## config.mk

```make
export PLATFORM = sky130hd
export DESIGN_NAME = somador_serial
export DESIGN_NICKNAME = d
export VERILOG_FILES = /design/src/rtl/somador_serial.sv
export SDC_FILE = /design/constraint.sdc
export NUM_CORES = 1
export LEC_CHECK = 0
export ABC_AREA = 1
export CAP_MARGIN = 30
export CORE_MARGIN = 8
export CORE_UTILIZATION = 30
export CTS_BUF_LIST = sky130_fd_sc_hd__clkbuf_2 sky130_fd_sc_hd__clkbuf_4 sky130_fd_sc_hd__clkbuf_8
export DETAILED_ROUTE_END_ITERATION = 10
export GPL_TIMING_DRIVEN = 1
export HOLD_SLACK_MARGIN = 0.15
export PLACE_DENSITY = 0.57
export RECOVER_POWER = 100
export SYNTH_ARGS = -nofsm -noshare
export SYNTH_HDL_FRONTEND = slang
export SYNTH_SLANG_ARGS = --single-unit
```

## constraint.sdc

```tcl
create_clock -name clk -period 1.24 [get_ports clk]
set_clock_uncertainty 0.15 [all_clocks]
set_input_delay 0.124 -clock clk [delete_from_list [all_inputs] [get_ports clk]]
set_output_delay 0.124 -clock clk [all_outputs]
set_load 0.05 [all_outputs]
```

## src/rtl/somador_serial.sv

```systemverilog
// rtl/somador_serial.sv - bit-serial WIDTH-bit adder, one full-adder cell per clock
// Optional subtract mode (a - b, c = borrow) enabled by defining SOMADOR_SUB_EN.
module somador_serial #(
  parameter int WIDTH = 4
) (
  input  logic             clk,
  input  logic             rst_n,
  input  logic             start,
  input  logic [WIDTH-1:0] a,
  input  logic [WIDTH-1:0] b,
`ifdef SOMADOR_SUB_EN
  input  logic             op,
`endif
  output logic [WIDTH-1:0] s,
  output logic             c,
  output logic             busy,
  output logic             done
);

  localparam int CW = (WIDTH > 2) ? $clog2(WIDTH) : 1;
  localparam logic [CW-1:0] LAST_BIT = CW'(WIDTH - 1);

  localparam logic [1:0] IDLE = 2'd0;
  localparam logic [1:0] ADD  = 2'd1;
  localparam logic [1:0] DONE = 2'd2;

  logic [1:0]       state;
  logic [WIDTH-1:0] ra;
  logic [WIDTH-1:0] rb;
  logic [WIDTH-1:0] rr;
  logic [CW-1:0]    cnt;
  logic             carry;
  logic             sub_q;
  logic             op_eff;
  logic             sum;
  logic             carry_nxt;

`ifdef SOMADOR_SUB_EN
  assign op_eff = op;
`else
  assign op_eff = 1'b0;
`endif

  // The single full-adder cell shared by every bit position
  always_comb begin
    sum       = ra[0] ^ rb[0] ^ carry;
    carry_nxt = (ra[0] & rb[0]) | (ra[0] & carry) | (rb[0] & carry);
  end

  always_ff @(posedge clk or negedge rst_n) begin
    if (!rst_n) begin
      state <= IDLE;
      ra    <= '0;
      rb    <= '0;
      rr    <= '0;
      cnt   <= '0;
      carry <= 1'b0;
      sub_q <= 1'b0;
      s     <= '0;
      c     <= 1'b0;
      busy  <= 1'b0;
      done  <= 1'b0;
    end else begin
      case (state)
        IDLE: begin
          done <= 1'b0;
          if (start) begin
            // Subtraction is a + ~b + 1: invert b and seed the carry with 1
            ra    <= a;
            rb    <= op_eff ? ~b : b;
            carry <= op_eff;
            sub_q <= op_eff;
            cnt   <= '0;
            busy  <= 1'b1;
            state <= ADD;
          end
        end
        ADD: begin
          ra    <= {1'b0, ra[WIDTH-1:1]};
          rb    <= {1'b0, rb[WIDTH-1:1]};
          rr    <= {sum, rr[WIDTH-1:1]};
          carry <= carry_nxt;
          cnt   <= cnt + 1'b1;
          if (cnt == LAST_BIT) begin
            s     <= {sum, rr[WIDTH-1:1]};
            c     <= carry_nxt ^ sub_q;
            busy  <= 1'b0;
            done  <= 1'b1;
            state <= DONE;
          end
        end
        DONE: begin
          done  <= 1'b0;
          state <= IDLE;
        end
        default: begin
          busy  <= 1'b0;
          done  <= 1'b0;
          state <= IDLE;
        end
      endcase
    end
  end

endmodule
```

==> run summary <==
Worst Tran Pin Value -> 0.3136 ns
CTS Buf Count -> 3
VDD IR max -> 0.0006622 V
Mapped Cells -> 119
Non-Filler Instances -> 196
initial antenna violation count -> 0
Area Growth Syn to Fin -> 34.26%
clk_lat worst skew -> 0.27 ns
Synth top area share -> 51.34%
type of the tightest min-delay check -> in -> reg
fin util -> 41.43%
Critical Path RT -> 1.29 ns
H-Tree Depth -> 1
power share of the sequential group -> 32.4%
sw frac -> 47.22%
DR WL/cell -> 12.78 µm
synthesized cell area -> 0.001121 mm²
Worst path slowest cell -> fa_1
multi-input logic area -> 520.5 µm²
power per cell area -> 2753 mW/mm²
Syn. warnings -> 0
starting density of the core -> 30.85%
post-synthesis sequential area ratio -> 51.34%
Final min period -> 1.332 ns
worst r2r path cells -> 3
P_leak -> 0.0007437 µW
largest net degree at the start of global routing -> 24
CP startpoint -> ra[0]
violated checks -> negative setup slack
antenna cells -> 0
flops & latches, synth -> 23
vias per cell -> 4.490
row count -> 22
total of max-cap violations -> 0
Core ar. -> 0.003633 mm²
gpl congestion -> 0.7437
slowest stage delay, CP -> 0.56 ns
Final Net Count -> 162
share of total power in combinational logic -> 56.3%
final hold violations -> 0
Synthesized Nets -> 132
fin crit share -> 107.4%
largest area contributor in the netlist -> dfrtp_1
drt first pass iters -> 4
Synth Flop Type -> dfrtp_1
DRC Markers -> 0
hpwl dp -> 1.568 mm
Async SR Flop Fraction -> 100.0%
Synth Area per Inst -> 9.421 µm²
final setup violation count -> 5
Routed Antenna Nets -> 0
Worst Setup End Kind -> flop
critical path, cell by cell -> fa_1, inv_2, o21ai_1
TritonCTS clock tree -> built
Sink Count -> 23
status -> finished, violations left
Root Driver -> clkbuf_8
startpoint types -> flop
layout cells sized above 1 -> 35.14%
clock power share -> 11.3%
final wirelength -> 2.504 mm
gr ovfl total -> 0
max-slew violations -> 0
num ports -> 18
via count -> 880
WS Path Type -> reg -> reg
DRT iter0 DRCs -> 66
Distinct cells, synth -> 22
CP arrival -> 1.38 ns
gr usage total -> 7.755%
unrepaired setup endpoints after global routing -> true
die height -> 77.13 µm
die width -> 77.13 µm
Clock Pin Slew Worst Setup and Hold Paths -> 0.08 ns
FF/Latch Area -> 578.1 µm²
FF-to-FF End -> s[3]
Die ar. -> 0.005949 mm²
sw power -> 1956 µW
R2R Setup Slk -> -0.09 ns
Max-slew headroom -> 79.03%
Buffers on Ports -> 17
FILL cells -> 370
setup ws final -> -0.09232 ns
vias in the first global route -> 870
ranking of synthesized cells by area -> dfrtp_1 (51%), nand3_1 (8.9%), nand2_1 (7.7%)
most frequent cells in the layout -> nand2_1 (21), dfrtp_1 (21), inv_1 (15), nand3_1 (12), clkdlybuf4s50_1 (10)
Inst Count DP -> 184
Int Power -> 2187 µW
Post-synth EDFFs -> 0
Critical Path End -> s[3]
Crit Path Max Fanout -> 2
CTS Buffer Depth -> 2
fmax -> 0.7506 GHz
Reg2Reg Launch Point -> ra[0]
first-pass GRT wire length -> 3.857 mm
[flip-flops by register name, summed over array words and instances, names as in the netlist]
register / count
rb: 4
cnt: 2
c: 1
busy: 1
done: 1
rr: 3
state: 2
carry: 1
s: 4
ra: 4
[worst min-delay path by stage]
stage,startpoint,to,slack (ns),depth (start not counted)
2_1_floorplan,rst_n,busy,-0.32,0
3_3_place_gp,rr[1],s[0],0.31,2
3_5_place_dp,rr[1],s[0],0.31,2
4_1_cts,a[3],ra[3],0.27,3
5_1_grt,b[3],rb[3],0.28,3
6_report,b[3],rb[3],0.27,3
[cells in the mapped netlist (2+ instances only)]
master / n
nand2_1: 23
o21ai_0: 2
buf_6: 2
nand2_2: 3
o21ai_2: 2
inv_1: 16
inv_2: 2
nand2_4: 3
o21ai_1: 6
dfrtp_1: 23
nor2_1: 5
nor2_2: 2
nand3_1: 20
nor2_4: 2
[cell families after synthesis]
kind of cell    after synthesis  share of synthesized area, %
compound gates               12                         6.139
buf+inv                      23                         11.72
fa+ha+maj                     2                         2.902
flops                        23                         51.34
simple gates                 59                         27.90
[worst max-delay path: cells and delay by family, from the launching register on]
kind | cells | cell delay [ns]
DFF | 1 | 0.41
AOI/OAI and AO/OA | 1 | 0.11
adders and majority gates | 1 | 0.56
buffers and inverters | 1 | 0.05
[routing by layer]
metal  up-vias  global-route usage (%)  wire (µm)
li1        436                       -          -
met1       424                   8.872       1155
met2        16                   12.81       1213
met3         4                   1.166         74
met4         0                   5.660         61
met5         -                       0          0
[layout make-up]
| type | instances | area share (%) |
|---|---|---|
| Tap cell | 48 | 3.990 |
| Clock buffer | 3 | 2.743 |
| Multi-Input combinational cell | 77 | 34.58 |
| Inverter | 19 | 5.237 |
| Timing Repair Buffer | 25 | 14.71 |
| Sequential cell | 23 | 38.40 |
| Clock inverter | 1 | 0.3325 |
[power groups by stage]
stage / logic (µW) / registers (µW) / clock network [µW]
4_1_cts: 2160 / 1400 / 480
3_3_place_gp: 2130 / 1390 / 0
6_report: 2330 / 1340 / 470
2_1_floorplan: 1260 / 1630 / 0
5_1_grt: 2610 / 1390 / 505
3_5_place_dp: 2150 / 1400 / 0
[per-stage QoR]
step	TNS, ns	setup WS (ns)	cell area [µm²]	hold WS (ns)	power [µW]
floorplan	-0.04835	-0.02421	1121	-0.3216	2889
global placement	-0.2554	-0.07231	1406	0.3073	3524
detailed placement	-0.4274	-0.07660	1406	0.3111	3558
CTS	-0.2022	-0.09277	1463	0.2715	4038
global route	-0.9048	-0.1539	1505	0.2790	4503
finish	-0.1879	-0.09232	1505	0.2657	4143
[timing repair]
action	4_1_cts	5_1_grt
setup buffers	0	3
gates resized for setup	0	21
pin swaps	1	10
hold endpoints to repair	23	0
setup endpoints to repair	5	16
hold buffers	1	0
gates cloned	0	4
Note: power is estimated with default switching activity, not from simulation.
